**config.mk**
```make
export PLATFORM = sky130hd
export DESIGN_NAME = word_serializer
export DESIGN_NICKNAME = d
export VERILOG_FILES = /design/src/rtl/word_serializer.sv
export SDC_FILE = /design/constraint.sdc
export NUM_CORES = 1
export LEC_CHECK = 0
export ABC_AREA = 0
export CORE_ASPECT_RATIO = 0.6
export CORE_MARGIN = 1
export CORE_UTILIZATION = 56
export CTS_BUF_LIST = sky130_fd_sc_hd__clkbuf_16
export DETAILED_ROUTE_END_ITERATION = 10
export GPL_TIMING_DRIVEN = 1
export HOLD_SLACK_MARGIN = 0.08
export PLACE_DENSITY = 0.81
export SLEW_MARGIN = 25
export SYNTH_ARGS = -nofsm -noshare
export SYNTH_HDL_FRONTEND = slang
export SYNTH_SLANG_ARGS = --single-unit
export TNS_END_PERCENT = 5
```
**constraint.sdc**
```tcl
create_clock -name clk -period 2.58 [get_ports clk]
set_input_delay 0.516 -clock clk [delete_from_list [all_inputs] [get_ports clk]]
set_output_delay 0.516 -clock clk [all_outputs]
set_load 0.05 [all_outputs]
```
**src/rtl/word_serializer.sv**
```systemverilog
// Word serializer: a small word FIFO feeding a shift register that emits OUT_W-bit beats.
// Optional synchronous flush input enabled by defining WORD_SERIALIZER_FLUSH_EN.
module word_serializer #(
   parameter int IN_W      = 32,
   parameter int OUT_W     = 4,
   parameter int DEPTH     = 2,
   parameter int MSB_FIRST = 0
) (
   input  logic                           clk,
   input  logic                           rst,
`ifdef WORD_SERIALIZER_FLUSH_EN
   input  logic                           flush,
`endif
   input  logic [IN_W-1:0]                in_data,
   input  logic                           in_valid,
   output logic                           in_ready,
   output logic [OUT_W-1:0]               out_data,
   output logic                           out_valid,
   input  logic                           out_ready,
   output logic                           out_last,
   output logic [$clog2(DEPTH+1)-1:0]     level
);

   localparam int BEATS  = IN_W / OUT_W;
   localparam int BEAT_W = $clog2(BEATS);
   localparam int PTR_W  = (DEPTH > 1) ? $clog2(DEPTH) : 1;
   localparam int LVL_W  = $clog2(DEPTH + 1);

   localparam logic [BEAT_W-1:0] LAST_BEAT = BEAT_W'(BEATS - 1);

   localparam logic [0:0] IDLE = 1'b0;
   localparam logic [0:0] SEND = 1'b1;

   logic [0:0]        state_q, state_d;
   logic [IN_W-1:0]   shreg_q, shreg_d;
   logic [BEAT_W-1:0] beat_q, beat_d;
   logic [PTR_W-1:0]  wr_ptr_q, wr_ptr_d;
   logic [PTR_W-1:0]  rd_ptr_q, rd_ptr_d;
   logic [LVL_W-1:0]  level_q, level_d;
   logic              out_valid_q, out_valid_d;
   logic              out_last_q, out_last_d;
   logic [IN_W-1:0]   mem_q [DEPTH];
   logic [IN_W-1:0]   mem_d [DEPTH];
   logic              push;
   logic              pop;

   function automatic logic [PTR_W-1:0] ptr_inc(input logic [PTR_W-1:0] p);
      return (p == PTR_W'(DEPTH - 1)) ? '0 : p + 1'b1;
   endfunction

   always_comb begin
      state_d  = state_q;
      shreg_d  = shreg_q;
      beat_d   = beat_q;
      wr_ptr_d = wr_ptr_q;
      rd_ptr_d = rd_ptr_q;
      level_d  = level_q;
      mem_d    = mem_q;
      push     = in_valid && in_ready;
      pop      = 1'b0;

      case (state_q)
         IDLE: begin
            if (level_q != '0) begin
               pop     = 1'b1;
               state_d = SEND;
               shreg_d = mem_q[rd_ptr_q];
               beat_d  = '0;
            end
         end
         SEND: begin
            if (out_ready) begin
               // Reloading on the last beat keeps back-to-back words bubble-free
               if (beat_q == LAST_BEAT) begin
                  beat_d = '0;
                  if (level_q != '0) begin
                     pop     = 1'b1;
                     shreg_d = mem_q[rd_ptr_q];
                  end else begin
                     state_d = IDLE;
                     shreg_d = '0;
                  end
               end else begin
                  beat_d  = beat_q + 1'b1;
                  shreg_d = (MSB_FIRST != 0) ? (shreg_q << OUT_W) : (shreg_q >> OUT_W);
               end
            end
         end
         default: state_d = IDLE;
      endcase

      if (push) begin
         mem_d[wr_ptr_q] = in_data;
         wr_ptr_d        = ptr_inc(wr_ptr_q);
      end
      if (pop) rd_ptr_d = ptr_inc(rd_ptr_q);
      if (push && !pop)      level_d = level_q + 1'b1;
      else if (pop && !push) level_d = level_q - 1'b1;

`ifdef WORD_SERIALIZER_FLUSH_EN
      if (flush) begin
         state_d  = IDLE;
         shreg_d  = '0;
         beat_d   = '0;
         wr_ptr_d = '0;
         rd_ptr_d = '0;
         level_d  = '0;
         mem_d    = mem_q;
      end
`endif

      out_valid_d = (state_d == SEND);
      out_last_d  = (state_d == SEND) && (beat_d == LAST_BEAT);
   end

   always_ff @(posedge clk) begin
      if (rst) begin
         state_q     <= IDLE;
         shreg_q     <= '0;
         beat_q      <= '0;
         wr_ptr_q    <= '0;
         rd_ptr_q    <= '0;
         level_q     <= '0;
         out_valid_q <= 1'b0;
         out_last_q  <= 1'b0;
      end else begin
         state_q     <= state_d;
         shreg_q     <= shreg_d;
         beat_q      <= beat_d;
         wr_ptr_q    <= wr_ptr_d;
         rd_ptr_q    <= rd_ptr_d;
         level_q     <= level_d;
         out_valid_q <= out_valid_d;
         out_last_q  <= out_last_d;
      end
   end

   // Storage needs no reset: the pointers and level decide what is valid
   always_ff @(posedge clk) begin
      mem_q <= mem_d;
   end

   assign in_ready  = (level_q != LVL_W'(DEPTH));
   assign level     = level_q;
   assign out_valid = out_valid_q;
   assign out_last  = out_last_q;
   assign out_data  = (MSB_FIRST != 0) ? shreg_q[IN_W-1 -: OUT_W] : shreg_q[OUT_W-1:0];

endmodule

```
# Word level (Yosys, flattened, before mapping)
# Index checks and enable logic that the tools add are counted.
# op_classes
add_sub_neg	5
n_lt_le_gt_ge	3
eq_ne	5
mux	26
bitwise_logic	3
reduce_logical	10
# ops
cell	n
two-way mux 32 bit	8
bitwise mux 64 bit	1
case mux 32 bit (2 select lines)	1
demux 32 bit (select 1 bit)	1
two-way mux 3 bit	3
two-way mux 1 bit	7
== test 3 bit, second input constant	2
!= test 2 bit, second input constant	3
case mux 3 bit (2 select lines)	1
logical AND 1 bit	5
>= comparator 2 bit, second input constant	2
two-way mux 2 bit	2
inverter 1 -> 2 bit	2
case mux 1 bit (2 select lines)	2
nonzero test 2 bit	2
adder 3 x 1 -> 3 bit, second input constant	1
adder 1 bit, second input constant	2
adder 2 x 1 -> 2 bit, second input constant	1
zero test 1 bit	2
less-than comparator 2 x 1 -> 1 bit, second input constant	1
AND reduction 2 bit	1
subtractor 2 x 1 -> 2 bit, second input constant	1
inverter 1 bit	1
# word_totals
register_bits	105
out_inout_bits	9

# Depth between registers and ports, before layout
# Gate-level depths: netlist of run 1.
# depth
word_depth	8
depth_mapped	10
mapped_depth_nobuf	9

# Worst setup path after synthesis of run 1
# OpenSTA, ideal clock, no wires.
# synth_timing
kind	register to register
startpoint	register level_q[0] (netlist: level[0])
endpoint	register mem_q[0] in the netlist's numbering (enable)
t_arrival_ps	2275
required_time_ps	2188
slack_ps	-87
path_stages_with_launch	4
period_less_slack_ps	2667
path_cell_list	dfxtp_1 buf_6 nand2b_1 and3_1
# synth_between
elab_chain_len	2
# synth_rtl
element	line	text
from (decl)	39	logic [LVL_W-1:0] level_q, level_d;
from (signal assigned)	132	level_q <= level_d;
!= test 2 bit	143	assign in_ready = (level_q != LVL_W'(DEPTH));
net in_ready	16	output logic in_ready,
logical AND 1 bit	59	push = in_valid && in_ready;
to (signal assigned)	140	mem_q <= mem_d;
to (decl)	42	logic [IN_W-1:0] mem_q [DEPTH];
# The timed path passes the listed nets, and every way through them passes these cells.
# A chain may end at the register's enable or synchronous reset.

# Final worst setup path of run 1
# layout_timing
startpoint	register level_q[1] (netlist: level[1])
endpoint	output in_ready
# layout_between
elab_chain_len	1
# layout_rtl
element	line
!= test 2 bit	143
to (decl)	16
# Every way passes these cells.

==> results of run 1 <==
stage by stage:
step | hold WS (ns) | total power (W) | setup slack, ns
2_1_floorplan | 0.450 | 0.00410 | 0.0312
3_3_place_gp | 0.467 | 0.00445 | 0.497
3_5_place_dp | 0.474 | 0.00451 | 0.459
4_1_cts | 0.488 | 0.00580 | 0.231
5_1_grt | 0.504 | 0.00610 | 0.163
6_report | 0.487 | 0.00578 | 0.255
cells in the mapped netlist, types with 2 or more instances:
cell type,instances,share of area (%)
a21oi_1,64,7.2
edfxtp_1,64,43
dfxtp_1,41,18
nand2b_1,29,4.1
mux2i_1,28,6.3
o221a_1,20,5.0
buf_2,8,0.89
buf_4,8,1.3
buf_6,8,2.0
clkbuf_1,8,0.67
o221a_2,8,2.0
mux2_2,6,1.5
nand3_1,6,0.67
o21ai_0,6,0.67
nor2_1,5,0.42
ha_1,4,1.1
nand2_1,4,0.34
a21bo_2,2,0.45
inv_1,2,0.17
or3_1,2,0.28
xor2_1,2,0.39
where the power goes:
part	switching (W)	total, W	internal [W]
Sequential	0.000284	0.00249	0.00221
Clock	0.000553	0.00129	0.000735
Combinational	0.00113	0.00200	0.000873
routing by layer:
layer | vias to the layer above | GRT usage (%) | wire [um]
met5 | - | 0 | 0
met4 | 0 | 6.84 | 101
met3 | 11 | 5.41 | 436
met2 | 66 | 31.5 | 3510
met1 | 1335 | 31.9 | 4210
li1 | 1362 | - | -
worst paths after layout:
check | endpoint | slack [ns] | depth (start not counted)
min reg2reg | shreg_q[31]$_SDFFE_PP0P_ | 0.49 | 2
min | shreg_q[31]$_SDFFE_PP0P_ | 0.49 | 2
max | in_ready | 0.25 | 2
max reg2reg | shreg_q[5]$_SDFFE_PP0P_ | 0.64 | 6
cell type report:
| cell class | count | area (sq um) |
|---|---|---|
| Sequential cell | 105 | 2740 |
| Tap cell | 104 | 130 |
| Clock inverter | 7 | 55.1 |
| Fill cell | 552 | 2270 |
| Clock buffer | 9 | 225 |
| Timing Repair Buffer | 56 | 566 |
| Inverter | 2 | 7.51 |
| Multi-Input combinational cell | 202 | 1510 |
kinds of logic (layout without fill, tap and decap cells):
kind of cell | count (synthesis) | in the layout | synth area share [%]
adders and majority gates | 4 | 4 | 1.12
and+or+nand+nor | 55 | 55 | 7.65
AOI/OAI and AO/OA | 107 | 107 | 16.8
xor gates and xnor gates | 2 | 2 | 0.391
buffers and inverters | 34 | 74 | 5.08
DFF | 105 | 105 | 61.2
muxes | 34 | 34 | 7.77
worst min-delay path, delay by kind of cell, from the launching register on:
family,cells,cell delay (ns)
compound gates,2,0.13
flops,1,0.31
registers in the layout (all words and copies together) (netlist names):
| signal | count |
|---|---|
| beat_q | 3 |
| shreg_q | 32 |
| out_valid | 1 |
| out_last | 1 |
| wr_ptr_q | 1 |
| mem_q | 64 |
| rd_ptr_q | 1 |
| level | 2 |
==> impl_metrics.csv, run 1 <==
group,metric,value,unit
global_route,gr-total-overflow,0,
cells_and_area,diodes,0,
yosys,synth_seq_cells,105,
sta,hold_viol,0,
yosys,synth_edf_count,64,
global_route,track_usage,21.6,%
cells_and_area,final_cells,485,
floorplanning,std_cell_rows,24,
cells_and_area,layout_common_cells,"a21oi_1, edfxtp_1, clkdlybuf4s50_1, dfxtp_1, nand2b_1",
cells_and_area,drive_gt1_share,13.1,%
floorplanning,dieArea,8370,sq um
power,p_leak,1.83,nW
critical_path,critPathArrivalTime,1.81,ns
detailed_routing,dr.pass1.iters,4,
detailed_routing,wirelength,8.26,mm
power,irDropWorstVdd,444,uV
global_route,grt_pass1_vias,2708,
floorplanning,die_h,71.3,um
outcome,status,"complete, no violations",
floorplanning,core_area,7510,sq um
yosys,synthFlopType,"edfxtp_1",
clock_tree,cts_root_buf,"clkbuf_16",
place,portBuffers,44,
sta,setup_viol,0,
critical_path,cp_slowest_stage_delay,0.73,ns
sta,rsz0062_at_grt,"false",
clock_tree,insertion_delay,0.34,ns
cells_and_area,syn_to_final_growth,16.9,%
detailed_routing,postRouteAntennaNets,0,
yosys,seq_area_frac_synth,61.2,%
critical_path,end_kind,"output port",
yosys,avgSynthCellArea,13.1,sq um
detailed_routing,drc_errors,0,
critical_path,required,2.06,ns
floorplanning,fp.dieW,117,um
clock_tree,post_cts_buffers,0,
cells_and_area,final_area,5240,sq um
worst_hold_path,worstHoldStart,"shreg_q[31]$_SDFFE_PP0P_",
floorplanning,start_util,59.7,%
sta,period_minus_slack,2.33,ns
yosys,syn-num-nets,381,
yosys,synth_area,4480,sq um
cells_and_area,nets,416,
global_route,antenna_found_initial,0,
critical_path,critPathTopFamily,"buffers and inverters",
clock_tree,cts_num_sinks,105,
detailed_routing,wire_per_inst,17.0,um
critical_path,timing.rr.start,"beat_q[0]$_SDFF_PP0_",
critical_path,critPathSlowestCell,"clkdlybuf4s50_1",
job,drv_cap,0,
global_route,grt_first_pass_wirelength,13.7,mm
critical_path,crit_buf_inv,1,
floorplanning,boundaryPins,45,
sta,fin_crit_sh,90.1,%
yosys,synth_cells,341,
place,dpl.cell_count,469,
global_route,grt_start_max_net_pins,33,
clock_tree,path_clk_slew,0.06,ns
sta,maxSlewViolCount,0,
power,p_per_area,1100,nW/um^2
clock_tree,cts_resized,0,
critical_path,start_kind,"register",
critical_path,path_cells,"nand2b_1 > clkdlybuf4s50_1",
yosys,yosys_warnings,0,
critical_path,path_max_fanout,9,
clock_tree,tritoncts,"done",
sta,fin_setup_tns,0,ns
sta,worstMarginPinSlew,0.739,ns
critical_path,crit_start,"level[1]$_SDFFE_PP0P_",
place,place.gp.congestion,0.795,
clock_tree,h-tree-depth,3,
detailed_routing,vias_per_cell,5.72,
detailed_routing,drt_iter0_drc,258,
yosys,async_reset_ff_share,0,%
sta,timing.fmax,0.430,GHz
clock_tree,cts_hold_buf,0,
yosys,synthDistinctLibCells,37,
place,dp_hpwl,5.30,mm
worst_hold_path,min-delay-path-class,"reg -> reg",
sta,timing.slew.headroom,50.6,%
clock_tree,cts_made_buffers,9,
cells_and_area,final_util,69.8,%
place,place_area,4960,sq um
sta,skew,0.00441,ns
critical_path,worstSetupPathType,"reg -> out",
detailed_routing,vias,2774,
clock_tree,clockBufferDepth,2,
No activity file was read; power rests on OpenSTA's default activity.
==> run 2, diff against run 1 <==
==> constraint.sdc (replaced) <==
create_clock -name clk -period 2.25 [get_ports clk]
set_input_delay 0.45 -clock clk [delete_from_list [all_inputs] [get_ports clk]]
set_output_delay 0.45 -clock clk [all_outputs]
set_load 0.05 [all_outputs]
==> run 2 against run 1 <==
Die area is the same. Sequential share of layout area is 0.28 points higher. Power grew 14%. Critical path type unchanged. Final area fell by 0.53%. Critical path depth fell by 1. Via count down 0.18%. Utilization decreased by 0.37 points. Sequential power up 15%. Setup slack lost 0.043 ns. Routed wire length rose by 2.7%. Flip-flop and latch count stayed put.
==> impl_metrics.csv, run 2 (synthesized netlist as in run 1, its figures left out) <==
group,metric,value,unit
outcome,status,"complete, no violations",
cells_and_area,largest_reg_flops,64,
cells_and_area,layout_common_cells,"a21oi_1, edfxtp_1, dfxtp_1, clkdlybuf4s50_1, nand2b_1",
cells_and_area,diodes,0,
critical_path,end_kind,"output port",
critical_path,r2r_setup_slack,0.22,ns
sta,hold_viol,0,
cells_and_area,nets,414,
critical_path,cp_slowest_stage_delay,0.83,ns
clock_tree,cts_root_buf,"clkbuf_16",
critical_path,crit_start,"shreg_q[3]$_SDFFE_PP0P_",
global_route,track_usage,21.8,%
detailed_routing,drt_iter0_drc,236,
sta,timing.fmax,0.491,GHz
critical_path,required,1.80,ns
floorplanning,fp.dieW,117,um
cells_and_area,largest-register,"mem_q",
critical_path,timing.rr.start,"beat_q[0]$_SDFF_PP0_",
worst_hold_path,min-delay-path-class,"reg -> reg",
global_route,grt_first_pass_wirelength,13.7,mm
place,dp_hpwl,5.62,mm
place,place.gp.congestion,0.786,
critical_path,reg2reg_to,"level[1]$_SDFFE_PP0P_",
job,drv_cap,0,
floorplanning,core_area,7510,sq um
sta,final.setup.worst_slack,0.212,ns
sta,period_minus_slack,2.04,ns
clock_tree,tritoncts,"done",
clock_tree,cts_num_sinks,105,
critical_path,crit_buf_inv,1,
cells_and_area,syn_to_final_growth,16.3,%
place,dpl.cell_count,467,
clock_tree,cts_hold_buf,0,
critical_path,reg2reg_depth,8,
clock_tree,post_cts_buffers,0,
critical_path,cp-endpoint,"out_data[3]",
cells_and_area,final_cells,483,
detailed_routing,dr.pass1.iters,5,
detailed_routing,wirelength,8.48,mm
sta,maxSlewViolCount,0,
critical_path,critPathTopFamily,"buffers and inverters",
place,portBuffers,44,
sta,skew,0.00684,ns
place,preCtsSetupSlack,0.172,ns
cells_and_area,final_util,69.4,%
critical_path,critPathArrivalTime,1.59,ns
clock_tree,clockBufferDepth,2,
detailed_routing,vias,2769,
critical_path,path_cells,"clkdlybuf4s50_1",
sta,timing.slew.headroom,52.2,%
critical_path,path_depth,1,
sta,setup_viol,0,
floorplanning,std_cell_rows,24,
sta,worstMarginPinSlew,0.714,ns
detailed_routing,drc_errors,0,
clock_tree,cts_resized,1,
cells_and_area,reg_top3,"mem_q: 64 flops, shreg_q: 32 flops, beat_q: 3 flops",
critical_path,critPathSlowestCell,"clkdlybuf4s50_1",
power,p_leak,1.80,nW
detailed_routing,postRouteAntennaNets,0,
cells_and_area,drive_gt1_share,14.2,%
global_route,gr-total-overflow,0,
detailed_routing,wire_per_inst,17.6,um
global_route,grt_pass1_vias,2646,
clock_tree,path_clk_slew,0.07,ns
critical_path,path_max_fanout,2,
power,irDropWorstVdd,833,uV
sta,fin_crit_sh,90.6,%
global_route,antenna_found_initial,0,
clock_tree,insertion_delay,0.35,ns
sta,rsz0062_at_grt,"false",
global_route,grt_start_max_net_pins,33,
critical_path,worstSetupPathType,"reg -> out",
detailed_routing,vias_per_cell,5.73,
power,p_per_area,1270,nW/um^2
floorplanning,die_h,71.3,um
clock_tree,h-tree-depth,3,
clock_tree,cts_made_buffers,9,
floorplanning,boundaryPins,45,
power,power.total,0.00660,W
floorplanning,dieArea,8370,sq um
floorplanning,start_util,59.7,%
critical_path,start_kind,"register",
run 2: changes by cell type in the layout (fill, tap and decap cells not counted), sizes merged:
cell	delta
clkdlybuf4s50	-3
dlygate4sd2	+1
bufinv	-1
clkinvlp	+2
clkinv	-1
run 2: where the power goes:
group          internal (W)  switching [W]  leakage [nW]
combinational      0.000962        0.00130         0.725
clock              0.000762       0.000704         0.136
sequential          0.00253       0.000336         0.937
total               0.00426        0.00234          1.80
run 2: worst min path at each step:
stage	startpoint	depth (start not counted)	end	slack, ns
global route	shreg_q[31]$_SDFFE_PP0P_	2	shreg_q[31]$_SDFFE_PP0P_	0.51
finish	shreg_q[31]$_SDFFE_PP0P_	2	shreg_q[31]$_SDFFE_PP0P_	0.48
floorplan	shreg_q[28]$_SDFFE_PP0P_	2	shreg_q[28]$_SDFFE_PP0P_	0.45
detailed placement	shreg_q[31]$_SDFFE_PP0P_	2	shreg_q[31]$_SDFFE_PP0P_	0.47
global placement	shreg_q[31]$_SDFFE_PP0P_	2	shreg_q[31]$_SDFFE_PP0P_	0.47
CTS	shreg_q[31]$_SDFFE_PP0P_	2	shreg_q[31]$_SDFFE_PP0P_	0.48
run 2: final cells by class:
| type | instances | area (sq um) |
|---|---|---|
| clock buffers | 9 | 225 |
| clock inverters | 7 | 53.8 |
| fillers | 544 | 2300 |
| inverters | 2 | 11.3 |
| multi-input cells | 202 | 1510 |
| flip-flops and latches | 105 | 2740 |
| well taps | 104 | 130 |
| repair buffers | 54 | 532 |
run 2: layer usage:
layer / vias to the layer above / share of wire (%) / global-route usage, % / wire length (um)
met5: - / 0 / 0 / 0
met4: 0 / 1.0 / 7.41 / 87
met3: 12 / 5.2 / 7.01 / 437
met2: 79 / 43 / 31.0 / 3610
met1: 1321 / 51 / 31.7 / 4340
li1: 1357 / - / - / -
run 2: stage by stage:
step / hold WS, ns / setup TNS (ns) / cell area [sq um]
finish: 0.480 / 0 / 5210
global route: 0.510 / 0 / 5210
CTS: 0.483 / 0 / 5210
detailed placement: 0.471 / 0 / 4930
global placement: 0.472 / 0 / 4930
floorplan: 0.450 / -2.98 / 4490
